### config.mk
export PLATFORM = sky130hd
export DESIGN_NAME = video_led_map_flat
export DESIGN_NICKNAME = d
export VERILOG_FILES = /design/src/rtl/video_led_map_if.sv /design/src/rtl/video_led_map.sv /design/src/flat_wrapper.sv
export SDC_FILE = /design/constraint.sdc
export NUM_CORES = 1
export LEC_CHECK = 0
export BUFFER_PORTS_ARGS = -buffer_cell sky130_fd_sc_hd__buf_2
export CORE_MARGIN = 5
export CORE_UTILIZATION = 45
export DETAILED_ROUTE_END_ITERATION = 10
export GPL_TIMING_DRIVEN = 1
export PLACE_DENSITY = 0.62
export SYNTH_ARGS = -nofsm -noshare
export SYNTH_HDL_FRONTEND = slang
export SYNTH_SLANG_ARGS = --single-unit
### constraint.sdc
create_clock -name CK_i -period 7.19 [get_ports CK_i]
set_clock_uncertainty 0.1 [all_clocks]
set_input_delay 1.7975 -clock CK_i [delete_from_list [all_inputs] [get_ports CK_i]]
set_output_delay 1.7975 -clock CK_i [all_outputs]
set_load 0.01 [all_outputs]
### src/rtl/video_led_map_if.sv
// Pixel, table-write and LED-result bus of video_led_map.
// slave is the map's side of the bus; master is the driver's side.
interface video_led_map_if #(
  parameter int C_LED_N = 18,
  parameter int C_HW    = 9,
  parameter int C_VW    = 8
);
  logic                    CK_EE_i;
  logic [C_HW-1:0]         HCTRs_i;
  logic [C_VW-1:0]         VCTRs_i;
  logic [C_LED_N-1:0]      LEDs_ON_i;
  logic [C_LED_N-1:0]      BLINKs_i;
  logic                    FRAME_i;
  logic                    WR_i;
  logic [4:0]              WR_ADRs_i;
  logic [C_HW+C_VW+3:0]    WR_DATs_i;
  logic                    LED_HIT_o;
  logic [4:0]              LED_IDXs_o;
  logic                    LED_COLOR_ON_o;
  logic [2:0]              LED_COLOR_PHs_o;

  modport slave (
    input  CK_EE_i, HCTRs_i, VCTRs_i, LEDs_ON_i, BLINKs_i, FRAME_i,
    input  WR_i, WR_ADRs_i, WR_DATs_i,
    output LED_HIT_o, LED_IDXs_o, LED_COLOR_ON_o, LED_COLOR_PHs_o
  );

  modport master (
    output CK_EE_i, HCTRs_i, VCTRs_i, LEDs_ON_i, BLINKs_i, FRAME_i,
    output WR_i, WR_ADRs_i, WR_DATs_i,
    input  LED_HIT_o, LED_IDXs_o, LED_COLOR_ON_o, LED_COLOR_PHs_o
  );
endinterface

### src/rtl/video_led_map.sv
// Maps the current pixel onto a run-time writable table of LED footprints (2-stage pipeline).
// Optional frame-driven blinking is compiled in with `define VIDEO_LED_MAP_BLINK_EN.
module video_led_map #(
  parameter int                   C_LED_N    = 18,
  parameter int                   C_HW       = 9,
  parameter int                   C_VW       = 8,
  parameter int                   C_RAD      = 7,
  parameter int                   C_CUT      = 11,
  parameter logic [C_LED_N*24-1:0] C_LOC_INIT = '0,
  parameter logic [C_LED_N*4-1:0]  C_COL_INIT = '0,
  parameter int                   C_BLINK_W  = 5
) (
  input  logic              CK_i,
  input  logic              SRST_i,
  video_led_map_if.slave    bus
);

  localparam int DW = ((C_HW > C_VW) ? C_HW : C_VW) + 2;
  localparam logic [DW-1:0] RAD = DW'(C_RAD);
  localparam logic [DW:0]   CUT = (DW+1)'(C_CUT);

  logic [C_HW-1:0]    x_tab   [C_LED_N];
  logic [C_VW-1:0]    y_tab   [C_LED_N];
  logic [3:0]         col_tab [C_LED_N];
  logic [C_LED_N-1:0] geo_hit;
  logic [C_LED_N-1:0] blink_mask;
  logic [C_LED_N-1:0] s1_hit;
  logic               win_any;
  logic               win_on;
  logic [4:0]         win_idx;
  logic [3:0]         win_col;

  // Table writes ignore the pixel enable; out-of-range indices are dropped.
  always_ff @(posedge CK_i) begin
    if (SRST_i) begin
      for (int i = 0; i < C_LED_N; i++) begin
        x_tab[i]   <= C_LOC_INIT[i*24 +: C_HW];
        y_tab[i]   <= C_LOC_INIT[i*24+12 +: C_VW];
        col_tab[i] <= C_COL_INIT[i*4 +: 4];
      end
    end else if (bus.WR_i && (int'(bus.WR_ADRs_i) < C_LED_N)) begin
      x_tab[bus.WR_ADRs_i]   <= bus.WR_DATs_i[C_HW-1:0];
      y_tab[bus.WR_ADRs_i]   <= bus.WR_DATs_i[C_HW +: C_VW];
      col_tab[bus.WR_ADRs_i] <= bus.WR_DATs_i[C_HW+C_VW +: 4];
    end
  end

  // Negative offsets fold to their one's complement, so the footprint spans -RAD-1..RAD.
  for (genvar g = 0; g < C_LED_N; g++) begin : g_geo
    logic signed [DW-1:0] dx;
    logic signed [DW-1:0] dy;
    logic [DW-1:0]        adx;
    logic [DW-1:0]        ady;
    logic [DW:0]          sum;

    assign dx  = $signed(DW'(bus.HCTRs_i)) - $signed(DW'(x_tab[g]));
    assign dy  = $signed(DW'(bus.VCTRs_i)) - $signed(DW'(y_tab[g]));
    assign adx = dx[DW-1] ? ~$unsigned(dx) : $unsigned(dx);
    assign ady = dy[DW-1] ? ~$unsigned(dy) : $unsigned(dy);
    assign sum = {1'b0, adx} + {1'b0, ady};
    assign geo_hit[g] = (adx <= RAD) && (ady <= RAD) && (sum < CUT);
  end

`ifdef VIDEO_LED_MAP_BLINK_EN
  logic [C_BLINK_W-1:0] blink_ctr;

  always_ff @(posedge CK_i) begin
    if (SRST_i) begin
      blink_ctr <= '0;
    end else if (bus.FRAME_i) begin
      blink_ctr <= blink_ctr + 1'b1;
    end
  end

  assign blink_mask = blink_ctr[C_BLINK_W-1] ? bus.BLINKs_i : '0;
`else
  localparam int unused_blink_w = C_BLINK_W;
  logic unused_blink;

  assign unused_blink = ^{bus.BLINKs_i, bus.FRAME_i};
  assign blink_mask   = '0;
`endif

  always_ff @(posedge CK_i) begin
    if (SRST_i) begin
      s1_hit <= '0;
    end else if (bus.CK_EE_i) begin
      s1_hit <= geo_hit & ~blink_mask;
    end
  end

  // Scanning downwards leaves the lowest set index as the winner.
  always_comb begin
    win_any = 1'b0;
    win_on  = 1'b0;
    win_idx = 5'h1F;
    win_col = '0;
    for (int i = C_LED_N-1; i >= 0; i--) begin
      if (s1_hit[i]) begin
        win_any = 1'b1;
        win_on  = bus.LEDs_ON_i[i];
        win_idx = 5'(i);
        win_col = col_tab[i];
      end
    end
  end

  always_ff @(posedge CK_i) begin
    if (SRST_i) begin
      bus.LED_HIT_o       <= 1'b0;
      bus.LED_IDXs_o      <= 5'h1F;
      bus.LED_COLOR_ON_o  <= 1'b0;
      bus.LED_COLOR_PHs_o <= 3'h0;
    end else if (bus.CK_EE_i) begin
      bus.LED_HIT_o       <= win_any && win_on;
      bus.LED_IDXs_o      <= win_idx;
      bus.LED_COLOR_ON_o  <= win_any && win_on && win_col[3];
      bus.LED_COLOR_PHs_o <= (win_any && win_on) ? win_col[2:0] : 3'h0;
    end
  end

endmodule

### src/flat_wrapper.sv
// flat-port wrapper written by rule: the top's interface ports become plain ports
module video_led_map_flat 
#(
  parameter int                   C_LED_N    = 18,
  parameter int                   C_HW       = 9,
  parameter int                   C_VW       = 8,
  parameter int                   C_RAD      = 7,
  parameter int                   C_CUT      = 11,
  parameter logic [C_LED_N*24-1:0] C_LOC_INIT = '0,
  parameter logic [C_LED_N*4-1:0]  C_COL_INIT = '0,
  parameter int                   C_BLINK_W  = 5
)
  (CK_i, SRST_i, bus_CK_EE_i, bus_HCTRs_i, bus_VCTRs_i, bus_LEDs_ON_i, bus_BLINKs_i, bus_FRAME_i, bus_WR_i, bus_WR_ADRs_i, bus_WR_DATs_i, bus_LED_HIT_o, bus_LED_IDXs_o, bus_LED_COLOR_ON_o, bus_LED_COLOR_PHs_o);
  video_led_map_if #(.C_LED_N(C_LED_N), .C_HW(C_HW), .C_VW(C_VW)) bus_i ();
  input  logic CK_i;
  input  logic SRST_i;
  input wire logic [$bits(bus_i.CK_EE_i)-1:0] bus_CK_EE_i;
  input wire logic [$bits(bus_i.HCTRs_i)-1:0] bus_HCTRs_i;
  input wire logic [$bits(bus_i.VCTRs_i)-1:0] bus_VCTRs_i;
  input wire logic [$bits(bus_i.LEDs_ON_i)-1:0] bus_LEDs_ON_i;
  input wire logic [$bits(bus_i.BLINKs_i)-1:0] bus_BLINKs_i;
  input wire logic [$bits(bus_i.FRAME_i)-1:0] bus_FRAME_i;
  input wire logic [$bits(bus_i.WR_i)-1:0] bus_WR_i;
  input wire logic [$bits(bus_i.WR_ADRs_i)-1:0] bus_WR_ADRs_i;
  input wire logic [$bits(bus_i.WR_DATs_i)-1:0] bus_WR_DATs_i;
  output wire logic [$bits(bus_i.LED_HIT_o)-1:0] bus_LED_HIT_o;
  output wire logic [$bits(bus_i.LED_IDXs_o)-1:0] bus_LED_IDXs_o;
  output wire logic [$bits(bus_i.LED_COLOR_ON_o)-1:0] bus_LED_COLOR_ON_o;
  output wire logic [$bits(bus_i.LED_COLOR_PHs_o)-1:0] bus_LED_COLOR_PHs_o;
  assign bus_i.CK_EE_i = bus_CK_EE_i;
  assign bus_i.HCTRs_i = bus_HCTRs_i;
  assign bus_i.VCTRs_i = bus_VCTRs_i;
  assign bus_i.LEDs_ON_i = bus_LEDs_ON_i;
  assign bus_i.BLINKs_i = bus_BLINKs_i;
  assign bus_i.FRAME_i = bus_FRAME_i;
  assign bus_i.WR_i = bus_WR_i;
  assign bus_i.WR_ADRs_i = bus_WR_ADRs_i;
  assign bus_i.WR_DATs_i = bus_WR_DATs_i;
  assign bus_LED_HIT_o = bus_i.LED_HIT_o;
  assign bus_LED_IDXs_o = bus_i.LED_IDXs_o;
  assign bus_LED_COLOR_ON_o = bus_i.LED_COLOR_ON_o;
  assign bus_LED_COLOR_PHs_o = bus_i.LED_COLOR_PHs_o;
  video_led_map #(.C_LED_N(C_LED_N), .C_HW(C_HW), .C_VW(C_VW), .C_RAD(C_RAD), .C_CUT(C_CUT), .C_LOC_INIT(C_LOC_INIT), .C_COL_INIT(C_COL_INIT), .C_BLINK_W(C_BLINK_W)) u_core (.CK_i(CK_i), .SRST_i(SRST_i), .bus(bus_i));
endmodule
Word level (Yosys, flattened, before mapping)
Memories as Yosys holds them, arrays and structs flattened.
Cells that the tools add are included.
Operators by class
  $add $sub $neg: 54
  order comparisons: 55
  muxes and demuxes: 123
  bitwise operators: 36
  reductions and logical operators: 42
Operators with widths (count)
  less-or-equal comparator 11 x 3 -> 1 bit, second input constant: 36
  2-to-1 mux 11 bit: 36
  inverter 11 bit: 36
  adder 11 x 11 -> 12 bit: 18
  less-than comparator 12 x 4 -> 1 bit, second input constant: 18
  subtractor 9 x 9 -> 10 bit: 18
  subtractor 8 x 8 -> 9 bit: 18
  2-to-1 mux 5 bit: 19
  2-to-1 mux 4 bit: 21
  2-to-1 mux 1 bit: 44
  logical AND 1 bit: 39
  2-to-1 mux 9 bit: 1
  OR reduction 9 bit: 1
  2-to-1 mux 8 bit: 1
  OR reduction 8 bit: 1
  less-than comparator 5 bit, second input constant: 1
  OR reduction 4 bit: 1
  2-to-1 mux 3 bit: 1
Storage, ports and cells
  flip-flop bits (word level): 28
  memory bits (writable): 378
  input port bits: 84
  output and inout port bits: 10
  logic and storage cells: 318
  memories kept: 3
Memories
  u_core.x_tab: depth 18, bits a word 9, read ports 18, clocked after Yosys merged registers in 0, write ports 18, RTL line video_led_map.sv:22  | logic [C_HW-1:0] x_tab [C_LED_N];
  u_core.y_tab: depth 18, bits a word 8, read ports 18, clocked after Yosys merged registers in 0, write ports 18, RTL line video_led_map.sv:23  | logic [C_VW-1:0] y_tab [C_LED_N];
  u_core.col_tab: depth 18, bits a word 4, read ports 18, clocked after Yosys merged registers in 0, write ports 18, RTL line video_led_map.sv:24  | logic [3:0] col_tab [C_LED_N];

Longest topological paths before layout
  depth after elaboration: 20
  mapped depth: 19
  gate-level depth less buffers: 19

Worst setup path after synthesis
Ideal clock, no wire load.
  path kind: input to register
  start: input bus_VCTRs_i[1]
  end: register u_core.s1_hit[0]
  library setup time: 0.074 ns
  data arrival time: 5.995 ns
  data required time: 7.016 ns
  slack: 1.021 ns
  cell stages on the path: 16
  path buffers: 0
  path through: inv_1 > fa_1 > nor2b_1 > o21ai_0 > nand2b_1 > a21oi_1 > nor2_1 > a31o_2 > a22o_1 > a221o_1 > ha_1 > or4_1 > a2111oi_0 > o311ai_0 > or4b_2 > o21ai_0
Between the ends
  word-level cells in the longest chain between the ends: 6
  elaborated cells on any way between the ends: 8
  classes of those cells: add/sub (2); order compare (2); mux (1); bitwise (1); reduce/logical (2)
Ends and longest elaborated chain
  from (decl): RTL line flat_wrapper.sv:19  | input wire logic [$bits(bus_i.VCTRs_i)-1:0] bus_VCTRs_i;
  subtractor 8 x 8 -> 9 bit *: RTL line video_led_map.sv:57  | assign dy = $signed(DW'(bus.VCTRs_i)) - $signed(DW'(y_tab[g]));
  inverter 11 bit: RTL line video_led_map.sv:59  | assign ady = dy[DW-1] ? ~$unsigned(dy) : $unsigned(dy);
  2-to-1 mux 11 bit *: RTL line video_led_map.sv:59
  adder 11 x 11 -> 12 bit / less-or-equal comparator 11 x 3 -> 1 bit (equally long branches): RTL line video_led_map.sv:60, video_led_map.sv:61
  less-than comparator 12 x 4 -> 1 bit / logical AND 1 bit (equally long branches): RTL line video_led_map.sv:61  | assign geo_hit[g] = (adx <= RAD) && (ady <= RAD) && (sum < CUT);
  logical AND 1 bit *: RTL line video_led_map.sv:61
  to (signal assigned): RTL line video_led_map.sv:88  | s1_hit <= geo_hit & ~blink_mask;
  to (decl): RTL line video_led_map.sv:27  | logic [C_LED_N-1:0] s1_hit;
Every way passes the cells marked *; elsewhere a longest branch is shown, timed or not.
A chain may end at the register's enable or synchronous reset.

Worst setup path after layout
  start: input bus_VCTRs_i[0]
  end: register u_core.s1_hit[7]
The elaborated chain is that of the path after synthesis.

==> metrics.md <==
| Metric | Value |
|---|---|
| Switch share | 0.361 |
| Synth warn | 0 |
| Core Box Area | 80700 um^2 |
| DRC viols | 0 |
| All-layer global routing usage | 0.244 |
| Startpoint types | input port |
| Vias per Instance | between 5 and 6 |
| Synth Net Count | roughly 4600 |
| Clock network fraction of total power | 0.289 |
| I/O pin count | 94 |
| Final setup viols | 0 |
| Area growth from synthesis to layout | 9.68% |
| Crit path time final | roughly 6000 ps |
| Detail Placement HPWL | just under 80000 um |
| Static leakage | 16.7 nW |
| CP Class | input port to register |
| Final #Nets | 4704 |
| Pwr/cell area | 225 nW/um^2 |
| Vias post-DR | 30200 |
| Worst setup EP type | register |
| Initial drt markers | 2342 |
| Clk root buf | clkbuf_16 |
| Vias in the first global route | 27900 |
| Min-delay src | u_core.bus.LED_COLOR_PHs_o[1] |
| Worst r2r path cells | 17 |
| Htree depth | 2 |
| Post-synthesis register bit count | 406 |
| Post-CTS Setup Repair Bufs | 0 |
| Die width | 295 um |
| Avg Inst Size Synth | a little under 9 um^2 |
| Peak VDD IR | 0.000177 V |
| Final hold vios | 0 |
| Synth async-reset ratio | 0 |
| Die area | around 87000 um^2 |
| Synth area leaders | edfxtp_1 (31%), ha_1 (14%), xnor2_1 (7.2%), nor2_1 (5.2%), xor2_1 (4.0%) |
| RD Place Congestion | 0.892 |
| Layout cells sized above 1 | 0.0721 |
| Port Buffers | 74 |
| Gr ovfl total | 0 |
| Hold_ws | about 370 ps |
| CTS buffer count | 50 |
| Seq pwr share | 0.303 |
| Outcome | complete, no violations |
| First-pass GRT wire length | 164000 um |
| Number of distinct library cells after synthesis | 91 |
| Critical Path RT | about 7600 ps |
| Wirelength per Cell | 20.6 um |
| Sequential fraction of the synthesis area | 0.325 |
| Clock slew at reported path FFs | 60 ps |
| Tcrit/Tclk final | 0.837 |
| Leading area contributor after synthesis | edfxtp_1 |
| R2R Setup Slk | approximately 2700 ps |
| Worst path arrival time | 6470 ps |
| CTS sink count | 406 |
| RSZ-0062 raised after global routing | no |
| Largest net degree at the start of global routing | 51 |
| RR Startpoint | u_core.y_tab[15][1] |
| Max FO, Critical Path | 13 |
| Clk_lat worst skew | 620 ps |
| Hold path depth | 2 |
| End of the worst register-to-register path | u_core.s1_hit[15] |
| Pre-Repair DR Iteration Count | 6 |
| Switching pwr | around 3.3 mW |
| Min-delay worst type | register to register |
| Ys flop type | edfxtp_1 |
| Max-cap violation count | 0 |
| Comb pwr share | 0.408 |
| # hold bufs at CTS | 0 |
| Initial core utilization | 0.454 |
| Total power | 9.03 mW |
| Relative slew slack | 0.164 |
| Row cnt | 104 |
| F_max | approximately 0.17 GHz |
| Endpoint, Worst Hold | u_core.bus.LED_COLOR_PHs_o[1] |
| Post-route ant nets | 0 |
| Number of synthesized flops with an enable pin | 378 |
| Post_cts resized | 0 |
| Synth Instances | approximately 4000 |
| Post-Syn Area | about 37000 um^2 |
| Setup_tns | 0 ps |
| Internal power | 5.77 mW |
| Clock Path Buffers | 3 |
| CTS tree | yes |
| Area share of the largest cell type after synthesis | 0.310 |
| Final Slew Violations | 0 |
| Die Y | 295 um |
| Initial antenna violation count | 6 |
| Post-Route WL | 109000 um |
| Worst-Margin Slew | 1250 ps |
## metal layers
layer  track usage  share of wire  routed length [um]  vias up
li1              -              -                   -    14700
met1         0.339           0.45               48800    14300
met2         0.406           0.45               49500      938
met3        0.0255          0.066                7150      164
met4        0.0724          0.033                3590        0
met5             0              0                   0        -
## worst max path at each step
| stage | startpoint | end | slack [ps] | cells past startpoint |
|---|---|---|---|---|
| 2_1_floorplan | bus_VCTRs_i[1] | u_core.s1_hit[0] | 1020 | 16 |
| 3_3_place_gp | bus_VCTRs_i[0] | u_core.s1_hit[0] | 590 | 17 |
| 3_5_place_dp | bus_VCTRs_i[0] | u_core.s1_hit[0] | 580 | 17 |
| 4_1_cts | bus_VCTRs_i[0] | u_core.s1_hit[0] | 1220 | 17 |
| 5_1_grt | bus_VCTRs_i[0] | u_core.s1_hit[0] | 970 | 17 |
| 6_report | bus_VCTRs_i[0] | u_core.s1_hit[7] | 1170 | 20 |
## registers in the layout, indices dropped and copies added (netlist names)
register                    cells
u_core.y_tab                  144
u_core.bus.LED_COLOR_ON_o       1
u_core.col_tab                 72
u_core.bus.LED_IDXs_o           5
u_core.x_tab                  162
u_core.bus.LED_HIT_o            1
u_core.bus.LED_COLOR_PHs_o      3
u_core.s1_hit                  18
## per-stage QoR
stage	utilization	instance area (um^2)	instances	setup slack (ps)
5_1_grt	0.498	40200	5290	973
6_report	0.498	40200	5292	1170
4_1_cts	0.498	40200	5290	1220
3_3_place_gp	0.478	38500	5196	595
2_1_floorplan	-	36700	4101	1020
3_5_place_dp	0.478	38500	5196	582
## power by group through the flow
stage          clock network (mW)  registers [mW]  logic [mW]
2_1_floorplan                   0            2.77        2.89
3_3_place_gp                    0            2.79        3.58
3_5_place_dp                    0            2.79        3.63
4_1_cts                      2.65            2.74        3.66
5_1_grt                      2.74            2.75        4.13
6_report                     2.61            2.74        3.68
## worst max-delay path, cell delays in order
cell	delay, ps
buf_2	80
clkinv_1	410
buf_4	440
ha_1	280
fa_1	400
nand2b_1	160
a21boi_0	250
o21a_1	190
o21a_1	180
nor2_1	50
mux2_2	270
nand4_1	90
o221ai_1	170
ha_1	320
or4_1	410
nor3_1	130
nor4bb_1	260
nor4b_1	300
o22ai_1	130
a21oi_1	120
## area by class of cell
cell class	count	area, um^2
fillers	7685	40500
multi-input cells	3191	22900
flip-flops and latches	406	11900
inverters	393	1480
well taps	1060	1330
clock buffers	58	1290
repair buffers	146	936
clock inverters	36	387
diodes	2	5.00
## placed cells by master, fill, tap and decap left out, drive strengths merged, types with 40 or more instances in the layout
master  Yosys  routed
a21oi     208     208
xor2      170     170
nor3       75      75
clkbuf     88      58
o21a       65      65
nand3      56      56
and2       40      40
nand2b     81      81
ha        396     396
and3       91      91
edfxtp    378     378
nand2     235     235
o21ai     205     205
nor2b     102     102
xnor2     302     302
inv       393     395
a21o       44      44
buf        23     146
nor2      506     506
## cell families (layout without fill, tap and decap cells)
logic type,after synthesis,count (layout),share of synthesized area
and+or+nand+nor,1367,1367,0.182
other,0,2,0
adders and majority gates,447,447,0.159
AOI/OAI and AO/OA,860,860,0.156
muxes,45,45,0.0129
DFF,406,406,0.325
buffers and inverters,504,633,0.0518
xor gates and xnor gates,472,472,0.113
## cells in the mapped netlist (all sizes together), types with 40 or more instances
library cell  number
nor2             506
ha               396
inv              393
edfxtp           378
xnor2            302
nand2            235
a21oi            208
o21ai            205
xor2             170
nor2b            102
and3              91
clkbuf            88
nand2b            81
nor3              75
o21a              65
nand3             56
a21o              44
and2              40
(Power assumes the default switching activity.)
